[config.mk]
export PLATFORM = sky130hd
export DESIGN_NAME = ddr_frame_scheduler
export DESIGN_NICKNAME = d
export VERILOG_FILES = /design/src/rtl/ddr_sched_pkg.sv /design/src/rtl/ddr_frame_scheduler_sync.sv /design/src/rtl/ddr_frame_scheduler.sv
export SDC_FILE = /design/constraint.sdc
export NUM_CORES = 1
export LEC_CHECK = 0
export ABC_AREA = 1
export BUFFER_PORTS_ARGS = -buffer_cell sky130_fd_sc_hd__buf_2
export CORE_MARGIN = 2
export CORE_UTILIZATION = 30
export CTS_BUF_LIST = sky130_fd_sc_hd__clkbuf_16
export CTS_CLUSTER_SIZE = 20
export DETAILED_ROUTE_END_ITERATION = 7
export PLACE_DENSITY_LB_ADDON = 0.05
export SLEW_MARGIN = 10
export SYNTH_ARGS = -nofsm -noshare
export SYNTH_HDL_FRONTEND = slang
export SYNTH_SLANG_ARGS = --single-unit
[constraint.sdc]
create_clock -name clk -period 5.5 [get_ports clk]
set_input_delay 0.825 -clock clk [delete_from_list [all_inputs] [get_ports clk]]
set_output_delay 0.825 -clock clk [all_outputs]
set_load 0.05 [all_outputs]
[src/rtl/ddr_sched_pkg.sv]
// DDR frame scheduler shared types and codes.
// Imported by the scheduler top and its sync sub-block.
package ddr_sched_pkg;

  typedef enum logic [2:0] {
    IDLE,
    ARB,
    WR_CMD,
    WR_DATA,
    RD_CMD,
    RD_WAIT
  } state_e;

  localparam logic [2:0] CMD_WR = 3'b000;
  localparam logic [2:0] CMD_RD = 3'b001;

  localparam logic GNT_WR = 1'b0;
  localparam logic GNT_RD = 1'b1;

endpackage

[src/rtl/ddr_frame_scheduler_sync.sv]
// Frame-start event synchroniser: 2-FF sync of an
// asynchronous level followed by a rising-edge pulse.
module load_event_sync
  import ddr_sched_pkg::*;
(
  input  logic clk,
  input  logic reset,
  input  logic async_i,
  output logic pulse_o
);

  logic [2:0] sync_q;

  // two sync stages plus one history stage for edge detect
  always_ff @(posedge clk or posedge reset) begin
    if (reset) sync_q <= '0;
    else       sync_q <= {sync_q[1:0], async_i};
  end

  assign pulse_o = sync_q[1] & ~sync_q[2];

endmodule

[src/rtl/ddr_frame_scheduler.sv]
// Burst scheduler between ISP write FIFO, HDMI read FIFO
// and the DDR3 app port, with ping-pong frame banks.
module ddr_frame_scheduler
  import ddr_sched_pkg::*;
#(
  parameter int unsigned ADDR_W    = 29,
  parameter int unsigned CNT_W     = 10,
  parameter int unsigned BURST_LEN = 240,
  parameter int unsigned ADDR_STEP = 1920,
  parameter int unsigned FRAME_MAX = 2073600,
  parameter int unsigned BANK_OFS  = 32'h0040_0000,
  parameter int unsigned RD_THRESH = 512
) (
  input  logic              clk,
  input  logic              reset,
  input  logic              calib_done,
  input  logic              wr_load,
  input  logic              rd_load,
  input  logic [CNT_W-1:0]  wrfifo_level,
  input  logic [CNT_W-1:0]  rdfifo_level,
  output logic              wrfifo_rden,
  output logic              rdfifo_wren,
  output logic              rdfifo_clr,
  output logic [2:0]        app_cmd,
  output logic              app_cmd_en,
  output logic [ADDR_W-1:0] app_addr,
  output logic [5:0]        app_burst_number,
  input  logic              app_cmd_rdy,
  output logic              app_wdf_wren,
  output logic              app_wdf_end,
  input  logic              app_wdf_rdy,
  input  logic              app_rd_data_valid,
  output logic              busy
);

  localparam int unsigned BEAT_W = $clog2(BURST_LEN);
  localparam logic [BEAT_W-1:0] LAST_BEAT = BEAT_W'(BURST_LEN - 1);
  localparam logic [CNT_W-1:0]  WR_MIN = CNT_W'(BURST_LEN);
  localparam logic [CNT_W-1:0]  RD_MAX = CNT_W'(RD_THRESH);
  localparam logic [ADDR_W-1:0] OFS1   = ADDR_W'(BANK_OFS);
  localparam logic [ADDR_W:0]   STEP_X = (ADDR_W+1)'(ADDR_STEP);
  localparam logic [ADDR_W:0]   FMAX_X = (ADDR_W+1)'(FRAME_MAX);
  localparam logic [5:0]        BNUM   = 6'(BURST_LEN - 1);

  state_e              state_q, state_d;
  logic                wr_bank_q, wr_bank_d;
  logic                rd_bank_q, rd_bank_d;
  logic                rd_src_q, rd_src_d;
  logic                frame_ok_q, frame_ok_d;
  logic                rr_last_q, rr_last_d;
  logic                wr_pend_q, wr_pend_d;
  logic                rd_pend_q, rd_pend_d;
  logic                clr_q, clr_d;
  logic [ADDR_W-1:0]   wr_off_q, wr_off_d;
  logic [ADDR_W-1:0]   rd_off_q, rd_off_d;
  logic [ADDR_W-1:0]   addr_q, addr_d;
  logic [BEAT_W-1:0]   beat_q, beat_d;
  logic                wr_evt, rd_evt;
  logic                wr_el, rd_el;

  function automatic logic [ADDR_W-1:0] next_off(
    input logic [ADDR_W-1:0] off
  );
    logic [ADDR_W:0] sum;
    sum = {1'b0, off} + STEP_X;
    if (sum >= FMAX_X) next_off = '0;
    else               next_off = sum[ADDR_W-1:0];
  endfunction

  function automatic logic [ADDR_W-1:0] base(input logic b);
    base = b ? OFS1 : '0;
  endfunction

  load_event_sync u_wr_sync (
    .clk     (clk),
    .reset   (reset),
    .async_i (wr_load),
    .pulse_o (wr_evt)
  );

  load_event_sync u_rd_sync (
    .clk     (clk),
    .reset   (reset),
    .async_i (rd_load),
    .pulse_o (rd_evt)
  );

  // state, bank/offset bookkeeping and registered command fields
  always_ff @(posedge clk or posedge reset) begin
    if (reset) begin
      state_q    <= IDLE;
      wr_bank_q  <= 1'b0;
      rd_bank_q  <= 1'b1;
      rd_src_q   <= 1'b0;
      frame_ok_q <= 1'b0;
      rr_last_q  <= GNT_RD;
      wr_pend_q  <= 1'b0;
      rd_pend_q  <= 1'b0;
      clr_q      <= 1'b0;
      wr_off_q   <= '0;
      rd_off_q   <= '0;
      addr_q     <= '0;
      beat_q     <= '0;
    end else begin
      state_q    <= state_d;
      wr_bank_q  <= wr_bank_d;
      rd_bank_q  <= rd_bank_d;
      rd_src_q   <= rd_src_d;
      frame_ok_q <= frame_ok_d;
      rr_last_q  <= rr_last_d;
      wr_pend_q  <= wr_pend_d;
      rd_pend_q  <= rd_pend_d;
      clr_q      <= clr_d;
      wr_off_q   <= wr_off_d;
      rd_off_q   <= rd_off_d;
      addr_q     <= addr_d;
      beat_q     <= beat_d;
    end
  end

  // load consumption, arbitration and burst sequencing
  always_comb begin
    state_d    = state_q;
    wr_bank_d  = wr_bank_q;
    rd_bank_d  = rd_bank_q;
    rd_src_d   = rd_src_q;
    frame_ok_d = frame_ok_q;
    rr_last_d  = rr_last_q;
    wr_pend_d  = wr_pend_q | wr_evt;
    rd_pend_d  = rd_pend_q | rd_evt;
    clr_d      = 1'b0;
    wr_off_d   = wr_off_q;
    rd_off_d   = rd_off_q;
    addr_d     = addr_q;
    beat_d     = beat_q;
    wr_el      = 1'b0;
    rd_el      = 1'b0;
    unique case (state_q)
      IDLE: begin
        if (calib_done) state_d = ARB;
      end
      ARB: begin
        // write load first so a same-cycle read load
        // picks up the frame that just completed
        if (wr_pend_q) begin
          wr_bank_d  = ~wr_bank_q;
          rd_src_d   = wr_bank_q;
          frame_ok_d = 1'b1;
          wr_off_d   = '0;
          wr_pend_d  = wr_evt;
        end
        if (rd_pend_q) begin
          rd_bank_d = rd_src_d;
          rd_off_d  = '0;
          clr_d     = 1'b1;
          rd_pend_d = rd_evt;
        end
        wr_el = wrfifo_level >= WR_MIN;
        rd_el = frame_ok_d && (rdfifo_level < RD_MAX);
        if (!calib_done) begin
          state_d = IDLE;
        end else if (wr_el && (!rd_el || rr_last_q == GNT_RD)) begin
          state_d = WR_CMD;
          addr_d  = base(wr_bank_d) + wr_off_d;
        end else if (rd_el) begin
          state_d = RD_CMD;
          addr_d  = base(rd_bank_d) + rd_off_d;
        end
      end
      WR_CMD: begin
        if (app_cmd_rdy) state_d = WR_DATA;
      end
      WR_DATA: begin
        if (app_wdf_rdy) begin
          if (beat_q == LAST_BEAT) begin
            beat_d    = '0;
            state_d   = ARB;
            rr_last_d = GNT_WR;
            wr_off_d  = next_off(wr_off_q);
          end else begin
            beat_d = beat_q + BEAT_W'(1);
          end
        end
      end
      RD_CMD: begin
        if (app_cmd_rdy) state_d = RD_WAIT;
      end
      RD_WAIT: begin
        if (app_rd_data_valid) begin
          if (beat_q == LAST_BEAT) begin
            beat_d    = '0;
            state_d   = ARB;
            rr_last_d = GNT_RD;
            rd_off_d  = next_off(rd_off_q);
          end else begin
            beat_d = beat_q + BEAT_W'(1);
          end
        end
      end
      default: state_d = IDLE;
    endcase
  end

  assign app_cmd_en = (state_q == WR_CMD) || (state_q == RD_CMD);
  assign app_cmd    = (state_q == RD_CMD) ? CMD_RD : CMD_WR;
  assign app_addr   = addr_q;
  assign app_burst_number = app_cmd_en ? BNUM : 6'd0;
  assign app_wdf_wren = (state_q == WR_DATA) && app_wdf_rdy;
  assign app_wdf_end  = app_wdf_wren;
  assign wrfifo_rden  = app_wdf_wren;
  assign rdfifo_wren  = (state_q == RD_WAIT) && app_rd_data_valid;
  assign rdfifo_clr   = clr_q;
  assign busy = !((state_q == IDLE) || (state_q == ARB));

endmodule

======== After elaboration in Yosys (flattened, before gate mapping) ========
Cells that the tools add are included.
storage, ports and cells
  register bits ........................... 112
  input bits .............................. 28
  output and inout bits ................... 45
  word-level logic and storage cells ...... 115
cells by class
  equal/unequal tests ..................... 14
  bitwise operators ....................... 7
  muxes and demuxes ....................... 50
  add/sub/neg operators ................... 5
  order comparisons ....................... 4
  reductions and logical operators ........ 20
operators with widths
  cell                      count
  $mux W29                  12
  $pmux W29 S2              2
  $add A29 B11 Y30 const B  2
  $ge A30 B21 Y1 const B    2
  $add A23 B29 Y29          2
  $mux W23                  2
  $mux W3                   9
  $mux W8                   3
  $mux W1                   18
  $pmux W3 S6               1
  $pmux W8 S2               1
  $ne A2 B2 Y1 const B      7
  $reduce_and A3 Y1         4
  $ge A10 B8 Y1 const B     1
  $lt A10 B10 Y1 const B    1
  $add A8 B1 Y8 const B     1
  $eq A8 B8 Y1 const B      1
  $reduce_bool A2 Y1        4
  $eq A3 B2 Y1 const B      2
  $eq A3 B3 Y1 const B      2
  $mux W6                   1
  $reduce_and A6 Y1         1
  $reduce_and A5 Y1         1
  $logic_and A1 B1 Y1       4
  9 further kinds           16

======== Logic depth before layout (Yosys ltp) ========
Gate-level depths: netlist of the first run.
  word-level depth ........................ 9
  mapped depth ............................ 14
  depth with buffers taken out ............ 13

======== Cells and area by module ========
From an unflattened synthesis of the first run, not the netlist that was laid out.
unflattened totals
  cell total of the unflattened synthesis .. 961
  area total of the unflattened synthesis .. 7,069.3 um^2
modules (own cells, without submodules)
  module               cells an instance  area each (um^2)  instances  seq. area each (um^2)
  ddr_frame_scheduler  949                6,891.6           1          2,655.0
  load_event_sync      6                  88.8              2          75.1

======== Worst setup path after synthesis of the first run ========
No wires, ideal clock.
  path kind ............................... reg2out
  from .................................... reg state_q[2]
  to ...................................... out app_wdf_wren
  data required time ...................... 4.675 ns
  stages on the path, launching flop included .. 7
  buffers on the path ..................... 1
  arrival time ............................ 1.542 ns
  setup slack ............................. 3.133 ns
  cells stage by stage .................... dfrtp_1 -> nor2_2 -> nand2_1 -> inv_1 -> nand2_1 -> inv_1 -> buf_4
on the way
  cells in the longest elaborated chain, start to end .. 2
RTL lines
  element                 RTL line                    RTL
  start, declared         ddr_frame_scheduler.sv:45   state_e state_q, state_d;
  start signal, assigned  ddr_frame_scheduler.sv:105  state_q <= state_d;
  $eq A3 B2 Y1            ddr_frame_scheduler.sv:208  assign app_wdf_wren = (state_q == WR_DATA) && app_wdf_rdy;
  $logic_and A1 B1 Y1     ddr_frame_scheduler.sv:208
  end, declared           ddr_frame_scheduler.sv:29   output logic app_wdf_wren,
Every way passes these cells.

======== Worst setup path after layout of the first run ========
  from .................................... reg state_q[2]
  to ...................................... reg wr_off_q[5]
on the way
  cells in the longest elaborated chain, start to end .. 3
RTL lines
  element                                                       RTL line                    RTL
  $eq A3 B2 Y1 or $eq A3 B1 Y1 (tied branches)                  ddr_frame_scheduler.sv:138  unique case (state_q)
  $ne A2 B2 Y1 (no line) or $reduce_bool A2 Y1 (tied branches)  n/a
  $reduce_and A3 Y1 (no line)                                   n/a
  end signal, assigned                                          ddr_frame_scheduler.sv:114  wr_off_q <= wr_off_d;
  end, declared                                                 ddr_frame_scheduler.sv:54   logic [ADDR_W-1:0] wr_off_q, wr_off_d;
Several ways; a longest one is shown, not always the timed one.
A chain may end at the register's enable or synchronous reset.

==> results.yml, run 1 <==
outcome:
  status: "finished, final reports clean"
cts:
  post_cts_buffers: 0
  cts_sinks: 112
  cts-htree-levels: 3
  cts_buffers: 9
  clk-insertion-delay-late_ns: 0.37
  cts_root_buf: "clkbuf_16"
  cts_resized: 0
  clkTransAtPathRegs_ns: 0.09
  ctsHoldBuffers: 0
  clockBufferDepth: 2
  cts_tree: "built"
worst_setup_path:
  worstSetupPathType: "reg2reg"
  worst_path_largest_cell_delay_ns: 0.53
  critPathSlowestCell: "nand2_2"
  arrival_ns: 3.48
  path_max_fanout: 27
  crit_path_start_kind: "flip-flop"
  crit_required_ns: 5.75
  worstPathCellList: "nor2_2, inv_1, nor2_2, inv_1, nand2_2, inv_1, a21oi_2, a21oi_1"
  reg2reg_slack_ns: 2.26
  rr_endpoint: "wr_off_q[5]"
  crit_top_cell: "inv_1"
  worstSetupEndpointType: "flip-flop"
  ff2ff_path_depth: 8
  r2r_start: "state_q[2]"
min_path:
  worstHoldStart: "u_wr_sync.sync_q[0]"
  hold_path.class: "reg2reg"
  hold_depth: 0
  min_to: "u_wr_sync.sync_q[1]"
floorplanning:
  ioPinCount: 73
  die_y_um: 155.5
  dieArea_sq_mm: 0.02417
  dieWidth_um: 155.5
  fp.coreArea_sq_mm: 0.02257
  initial_core_util_pct: 30.49
  num_rows: 55
timing:
  worst_pin_slew_ns: 0.8507
  fin_worst_skew_ns: 0.01937
  min_period_ns: 3.236
  slew_violations: 0
  fin_hold_ws_ns: 0.3566
  fin_ws_ns: 2.264
  fmax_ghz: 0.3090
  final_hold_viol_count: 0
  period_share_pct: 58.83
  relSlewSlack_pct: 43.29
  finalSetupTns_ns: 0
  setup_violations: 0
  rsz0062_at_grt: "no"
finish:
  final_cells: 1242
  fin_nets: 987
  area_growth_pct: 9.907
  drive_gt1_share_pct: 12.12
  layout_commonest_cell: "nor2_1"
  diodes: 0
  final_cell_mix: "150 x nor2_1, 144 x nand2_1, 110 x dfrtp_1"
  fillerInstances: 2464
detailed_routing:
  wl_per_cell_um: 16.75
  ant_nets: 0
  drt_pre_antenna_iters: 5
  drc: 0
  viasPerCell: 5.034
  via_count: 6252
  routed_wl_um: 20800
  drtIter0Drc: 455
global_route:
  overflow: 0
  antenna_found_initial: 0
  first_global_vias: 6239
  groute.usage.overall_pct: 18.27
  grt_pass1_wl_um: 34960
  grt_max_degree: 64
power_and_ir_drop:
  ir_drop_mv: 0.3233
  power.density_mw_per_mm2: 574.7
  power_leakage_nw: 3.388
synth:
  synth_cell_types: 39
  ys_seq_area_share_pct: 40.76
  syn-instance-count: 938
  synth_area_per_cell_sq_um: 7.338
  yosys_warnings: 0
  synth_area_sq_mm: 0.006883
  synth_seq_cells: 112
place:
  place_ws_ns: 2.152
  dp_cells: 1226
  dp_hpwl_um: 14680
  numPortBuffers: 56
  gp_congestion: 0.8160
flow_run:
  maxCapViolCount: 0
final cells by class:
type	instances	area (sq um)	area share, %
clock buffer	9	225.2	2.977
clock inverter	7	82.58	1.092
inverter	94	355.3	4.697
multi-input combinational	672	3407	45.04
sequential	112	2805	37.08
tap	285	356.6	4.714
timing repair buffer	63	332.8	4.400
where the power goes:
group	internal [W]	total, W	switching, W	leakage [nW]
logic	0.000588	0.00215	0.00157	1.86
clock network	0.000327	0.000695	0.000368	0.147
registers	0.00112	0.00150	0.000376	1.38
total	0.00204	0.00435	0.00231	3.39
how the worst max path moves through the flow:
stage | cells past startpoint | slack (ns) | start | to
after floorplan | 1 | 1.72 | reset | app_addr[0]
after global placement | 8 | 2.16 | state_q[2] | wr_off_q[6]
after detailed placement | 8 | 2.15 | state_q[2] | wr_off_q[1]
after CTS | 8 | 2.14 | state_q[2] | wr_off_q[1]
after global routing | 9 | 1.90 | state_q[0] | wr_off_q[5]
final | 8 | 2.26 | state_q[2] | wr_off_q[5]
cell families (layout without fill, tap and decap cells):
group           after synthesis  in the layout  share of synthesized area, %
flops                       112            112                         40.76
simple gates                471            471                         31.78
mux                           1              1                        0.1454
fa+ha+maj                     7              7                         1.272
compound gates              173            173                         13.98
buf+inv                     156            173                         9.853
xor+xnor                     17             17                         2.163
other cells                   1              3                       0.05448
critical path: cells and delay by family, from the launching register on:
kind / cells / cell delay (ns)
and+or+nand+nor: 3 / 1.13
buffers and inverters: 3 / 0.85
AOI/OAI and AO/OA: 2 / 0.65
DFF: 1 / 0.46
sequential cells by signal, summed over array words and instances, names as in the netlist, 3 cells and up:
| name | cells |
|---|---|
| beat_q | 8 |
| wr_off_q | 29 |
| u_wr_sync.sync_q | 3 |
| app_addr | 29 |
| state_q | 3 |
| u_rd_sync.sync_q | 3 |
| rd_off_q | 29 |
synth_stat cells, drive strengths merged:
| cell type | number | area (sq um) |
|---|---|---|
| a21boi | 7 | 52.55 |
| inv | 94 | 352.8 |
| nor3 | 15 | 75.07 |
| dfrtp | 110 | 2753 |
| conb | 1 | 3.750 |
| nand4 | 46 | 300.3 |
| ha | 7 | 87.58 |
| clkbuf | 26 | 100.1 |
| dfstp | 2 | 52.55 |
| nor3b | 1 | 7.510 |
| xnor2 | 2 | 17.52 |
| a31oi | 54 | 337.8 |
| a21oi | 60 | 307.8 |
| or2 | 1 | 6.260 |
| xor2 | 15 | 131.4 |
| nor2 | 164 | 699.4 |
| and2 | 2 | 12.51 |
| nand3b | 2 | 15.01 |
| nand3 | 90 | 483.0 |
| nand2 | 150 | 588.1 |
| buf | 36 | 225.2 |
| o22ai | 3 | 18.77 |
| o21ai | 49 | 245.2 |
| mux2i | 1 | 10.01 |
stage by stage:
stage / util, % / area (sq um) / total power (W)
finish: 33.51 / 7565 / 0.004347
global route: 33.51 / 7565 / 0.004745
CTS: 33.51 / 7565 / 0.004413
detailed placement: 32.15 / 7257 / 0.003689
global placement: 32.15 / 7257 / 0.003686
floorplan: - / 6890 / 0.003147
metal layers:
| metal | vias up | wire (um) | track usage [%] |
|---|---|---|---|
| li1 | 3170 | - | - |
| met1 | 2957 | 10570 | 26.27 |
| met5 | - | 0 | 0 |
| met3 | 14 | 632 | 2.786 |
| met4 | 0 | 236 | 3.932 |
| met2 | 111 | 9362 | 29.10 |
No activity file was read; power rests on OpenSTA's default activity.
==> run 2, diff against run 1 <==
==> constraint.sdc (replaced) <==
create_clock -name clk -period 2.8 [get_ports clk]
set_input_delay 0.42 -clock clk [delete_from_list [all_inputs] [get_ports clk]]
set_output_delay 0.42 -clock clk [all_outputs]
set_load 0.05 [all_outputs]
==> results.yml, run 2 (synthesized netlist as in run 1, its figures left out) <==
detailed_routing:
  routed_wl_um: 20840
  drtIter0Drc: 420
  drt_pre_antenna_iters: 5
  wl_per_cell_um: 16.50
  via_count: 6311
  ant_nets: 0
  drc: 0
  viasPerCell: 4.997
worst_setup_path:
  crit_path_start_kind: "flip-flop"
  worst_path_largest_cell_delay_ns: 0.44
  crit_top_cell: "nand2_1"
  worstSetupPathType: "reg2reg"
  worstSetupEndpointType: "flip-flop"
  arrival_ns: 2.73
  path_max_fanout: 7
  critPathSlowestCell: "dfrtp_1"
  crit_required_ns: 3.09
  worstPathCellList: "inv_1, ha_1, nand3_2, nand2_4, nor2_4, nand2_1, nand2_1, nand2_1, nor2_1, nand2_1, nor2_4, nand4_2, a21boi_1"
timing:
  slew_violations: 0
  finalSetupTns_ns: 0
  rsz0062_at_grt: "no"
  fmax_ghz: 0.4106
  period_share_pct: 86.99
  relSlewSlack_pct: 49.63
  worst_pin_slew_ns: 0.7539
  final_hold_viol_count: 0
  fin_worst_skew_ns: 0.008329
  min_period_ns: 2.436
  setup_violations: 0
power_and_ir_drop:
  power.density_mw_per_mm2: 1130
  seqPwrFrac_pct: 32.9
  p_clk_share_pct: 16.1
  comb_power_share_pct: 51.0
  power_leakage_nw: 3.497
  ir_drop_mv: 0.5946
  power.internal_w: 0.004214
  switching_share_pct: 51.93
  switching_power_w: 0.004552
place:
  dp_hpwl_um: 15130
  gp_congestion: 0.7972
  numPortBuffers: 56
  placed_area_sq_mm: 0.007441
cts:
  clk-insertion-delay-late_ns: 0.36
  cts_sinks: 112
  ctsHoldBuffers: 0
  cts_buffers: 9
  cts-htree-levels: 3
  cts_root_buf: "clkbuf_16"
  clockBufferDepth: 2
  cts_tree: "built"
  clkTransAtPathRegs_ns: 0.09
  cts_resized: 0
  post_cts_buffers: 0
finish:
  final_cell_mix: "150 x nor2_1, 144 x nand2_1, 110 x dfrtp_1"
  area_growth_pct: 12.71
  drive_gt1_share_pct: 14.01
  design_area_sq_mm: 0.007757
  fin_nets: 1008
  layout_commonest_cell: "nor2_1"
  diodes: 0
global_route:
  overflow: 0
  first_global_vias: 6130
  grt_pass1_wl_um: 34110
  grt_max_degree: 54
  antenna_found_initial: 0
  groute.usage.overall_pct: 17.95
floorplanning:
  die_y_um: 155.5
  initial_core_util_pct: 30.49
  dieWidth_um: 155.5
  dieArea_sq_mm: 0.02417
  ioPinCount: 73
  fp.coreArea_sq_mm: 0.02257
  num_rows: 55
flow_run:
  maxCapViolCount: 0
outcome:
  status: "finished, final reports clean"
min_path:
  hold_path.class: "in2reg"
-- run 2: cell count changes in the layout (fill, tap and decap cells not counted), sizes merged --
cell / delta
inv: -2
clkinv: +1
bufinv: +1
buf: +21
-- run 2: metrics by stage --
stage	hold slack [ns]	util, %	power (W)	instances	worst slack (ns)
2_1_floorplan	0.3312	-	0.006182	940	0.7520
3_3_place_gp	0.3323	32.97	0.007433	1247	0.3972
3_5_place_dp	0.3371	32.97	0.007441	1247	0.3799
4_1_cts	0.1391	34.37	0.008888	1263	0.3701
5_1_grt	0.1302	34.37	0.009507	1263	0.09112
6_report	0.1553	34.37	0.008766	1263	0.3643
-- run 2: worst paths after layout --
kind                                        to           startpoint  slack [ns]  cells after the start
setup / recovery                   rd_off_q[1]          rd_off_q[7]        0.36                     13
hold / removal             u_wr_sync.sync_q[0]              wr_load        0.16                      1
setup reg to reg                   rd_off_q[1]          rd_off_q[7]        0.36                     13
hold reg to reg            u_wr_sync.sync_q[1]  u_wr_sync.sync_q[0]        0.36                      0
max in group asynchronous          app_addr[5]                reset        1.85                      3
min in group asynchronous         wr_off_q[25]                reset        0.18                      2
-- run 2: layout make-up --
class / instances / area [sq um]
Inverter: 94 / 356.6
Clock buffer: 9 / 225.2
Fill cell: 2466 / 14810
Clock inverter: 7 / 91.34
Timing Repair Buffer: 84 / 515.5
Sequential cell: 112 / 2805
Multi-Input combinational cell: 672 / 3407
Tap cell: 285 / 356.6
-- run 2: power by group through the flow --
| stage | Combinational, W | Sequential, W | Clock (W) |
|---|---|---|---|
| 5_1_grt | 0.00499 | 0.00299 | 0.00152 |
| 2_1_floorplan | 0.00282 | 0.00336 | 0 |
| 3_5_place_dp | 0.00451 | 0.00293 | 0 |
| 3_3_place_gp | 0.00450 | 0.00293 | 0 |
| 6_report | 0.00447 | 0.00289 | 0.00141 |
| 4_1_cts | 0.00453 | 0.00290 | 0.00146 |
-- run 2: routing by layer --
layer / vias up / part of all wire (%) / track usage (%)
met3: 11 / 3.4 / 2.674
met5: - / 0 / 0
met2: 121 / 45 / 28.23
met4: 0 / 0.83 / 3.713
li1: 3203 / - / -
met1: 2976 / 51 / 26.21
-- run 2: worst max-delay path: cells and delay by family (launching register included) --
| kind | cells | cell delay, ns |
|---|---|---|
| adders and majority gates | 1 | 0.26 |
| AOI/OAI and AO/OA | 1 | 0.22 |
| and+or+nand+nor | 10 | 1.31 |
| buffers and inverters | 1 | 0.11 |
| DFF | 1 | 0.44 |
==> run 3, diff against run 2 <==
--- a/config.mk
+++ b/config.mk
@@ -12,6 +12,7 @@
 export CTS_BUF_LIST = sky130_fd_sc_hd__clkbuf_16
 export CTS_CLUSTER_SIZE = 20
 export DETAILED_ROUTE_END_ITERATION = 7
+export GPL_TIMING_DRIVEN = 0
 export PLACE_DENSITY_LB_ADDON = 0.05
 export SLEW_MARGIN = 10
 export SYNTH_ARGS = -nofsm -noshare
==> constraint.sdc (replaced) <==
create_clock -name clk -period 2.1 [get_ports clk]
set_input_delay 0.315 -clock clk [delete_from_list [all_inputs] [get_ports clk]]
set_output_delay 0.315 -clock clk [all_outputs]
set_load 0.05 [all_outputs]
==> results.yml, run 3 (synthesized netlist as in run 1, its figures left out) <==
outcome:
  status: "finished, final reports clean"
finish:
  area_growth_pct: 28.09
  fillerInstances: 2397
  final_cell_mix: "137 x nor2_1, 128 x nand2_1, 96 x dfrtp_1"
  drive_gt1_share_pct: 27.63
  fin_nets: 1087
  layout_commonest_cell: "nor2_1"
  ff_latch_area_sq_mm: 0.002823
  final_cells: 1342
  diodes: 0
  multi_input_area_sq_mm: 0.003826
worst_setup_path:
  ff2ff_path_depth: 13
  rr_endpoint: "app_addr[28]"
  crit_path_start_kind: "flip-flop"
  arrival_ns: 2.31
  crit_required_ns: 2.35
  worstSetupEndpointType: "flip-flop"
  r2r_start: "wr_pend_q"
  reg2reg_slack_ns: 0.04
  worstSetupPathType: "reg2reg"
  path_max_fanout: 6
timing:
  fin_ws_ns: 0.03597
  fin_worst_skew_ns: 0.01192
  fmax_ghz: 0.4845
  relSlewSlack_pct: 52.31
  setup_violations: 0
  rsz0062_at_grt: "yes"
  period_share_pct: 98.29
  final_hold_viol_count: 0
  slew_violations: 0
  fin_hold_ws_ns: 0.04313
  min_period_ns: 2.064
  worst_pin_slew_ns: 0.7138
cts:
  cts-htree-levels: 3
  ctsHoldBuffers: 0
  cts_tree: "built"
  clk-insertion-delay-late_ns: 0.37
  clockBufferDepth: 2
  clkTransAtPathRegs_ns: 0.09
  cts_root_buf: "clkbuf_16"
  cts_buffers: 9
  cts_sinks: 112
global_route:
  antenna_found_initial: 0
  grt_max_degree: 36
  grt_pass1_wl_um: 35630
  first_global_vias: 6494
  groute.usage.overall_pct: 18.77
  overflow: 0
floorplanning:
  dieArea_sq_mm: 0.02417
  dieWidth_um: 155.5
  die_y_um: 155.5
  fp.coreArea_sq_mm: 0.02257
  ioPinCount: 73
  num_rows: 55
  initial_core_util_pct: 30.49
detailed_routing:
  wl_per_cell_um: 16.71
  drc: 0
  routed_wl_um: 22430
  drt_pre_antenna_iters: 5
  via_count: 6685
  ant_nets: 0
  viasPerCell: 4.981
  drtIter0Drc: 343
power_and_ir_drop:
  power.density_mw_per_mm2: 1497
  power_leakage_nw: 3.868
  ir_drop_mv: 0.7558
place:
  dp_hpwl_um: 16640
  numPortBuffers: 56
  place_ws_ns: -0.6002
  gp_congestion: 0.8109
  dp_cells: 1284
min_path:
  hold_path.class: "in2async"
flow_run:
  maxCapViolCount: 0
==> run 3: cell count changes in the layout (fill, tap and decap cells not counted), moves of 8 or more <==
| cell | before | now |
|---|---|---|
| a21oi_1 | 58 | 35 |
| a21oi_2 | 2 | 22 |
| buf_4 | 26 | 69 |
| buf_6 | 0 | 11 |
| clkbuf_1 | 0 | 14 |
| dfrtp_1 | 110 | 96 |
| dfrtp_2 | 0 | 14 |
| inv_1 | 89 | 81 |
| nand2_1 | 144 | 128 |
| nand2_2 | 4 | 16 |
| nor2_1 | 150 | 137 |
| nor2_4 | 7 | 16 |
==> run 3: worst max-delay path by stage <==
| stage | to | slack (ns) | cells after the start | start |
|---|---|---|---|---|
| floorplan | app_addr[28] | 0.05 | 13 | wr_pend_q |
| global placement | beat_q[1] | -0.58 | 2 | reset |
| detailed placement | app_addr[28] | -0.60 | 13 | wr_pend_q |
| CTS | app_addr[28] | -0.01 | 13 | wr_pend_q |
| global route | rd_off_q[16] | -0.14 | 13 | rd_off_q[14] |
| finish | app_addr[28] | 0.04 | 13 | wr_pend_q |
==> run 3: routing by layer <==
metal / share of wire, % / GRT usage (%) / vias up
met5: 0 / 0 / -
met4: 1.0 / 3.320 / 0
met2: 46 / 30.07 / 107
li1: - / - / 3369
met3: 3.3 / 3.064 / 16
met1: 50 / 27.02 / 3193
==> run 3: power breakdown <==
part           internal (W)  switching (W)  total (W)
logic               0.00255        0.00513    0.00768
clock network      0.000873       0.000988    0.00186
registers           0.00297       0.000693    0.00366
total               0.00639        0.00681     0.0132
==> run 3: through the flow <==
| stage | area, sq um | util (%) | total power, W | TNS (ns) |
|---|---|---|---|---|
| 4_1_cts | 8328 | 36.90 | 0.01254 | -0.01072 |
| 5_1_grt | 8816 | 39.06 | 0.01418 | -4.100 |
| 6_report | 8816 | 39.06 | 0.01320 | 0 |
| 3_5_place_dp | 7599 | 33.66 | 0.01001 | -30.85 |
| 3_3_place_gp | 7531 | 33.36 | 0.01000 | -93.79 |
| 2_1_floorplan | 6894 | - | 0.008243 | 0 |
==> run 3: area by class of cell <==
cell class / count / share of cell area (%)
plain buffers: 60 / 4.740
clock buffers: 9 / 2.555
clock inverters: 7 / 1.036
inverters: 94 / 4.144
multi-input cells: 673 / 43.40
flip-flops and latches: 112 / 32.02
well taps: 285 / 4.045
repair buffers: 102 / 8.061
==> run 3: repair_timing <==
item                       in CTS  in global routing
pin swaps                      17                 24
setup endpoints to repair     100                 98
setup buffers                  20                 21
gates resized for setup        82                104
gates cloned                    2                  1
==> run 3: worst max-delay path: stages (launching register included) <==
cell,delay (ns)
dfrtp_1,0.41
buf_8,0.14
o21ai_4,0.19
nand2_2,0.08
o21ai_2,0.08
ha_2,0.23
ha_4,0.15
inv_2,0.04
nor3_2,0.17
nand2_1,0.11
nor2_2,0.11
a21oi_1,0.06
o21ai_1,0.10
a31oi_1,0.09
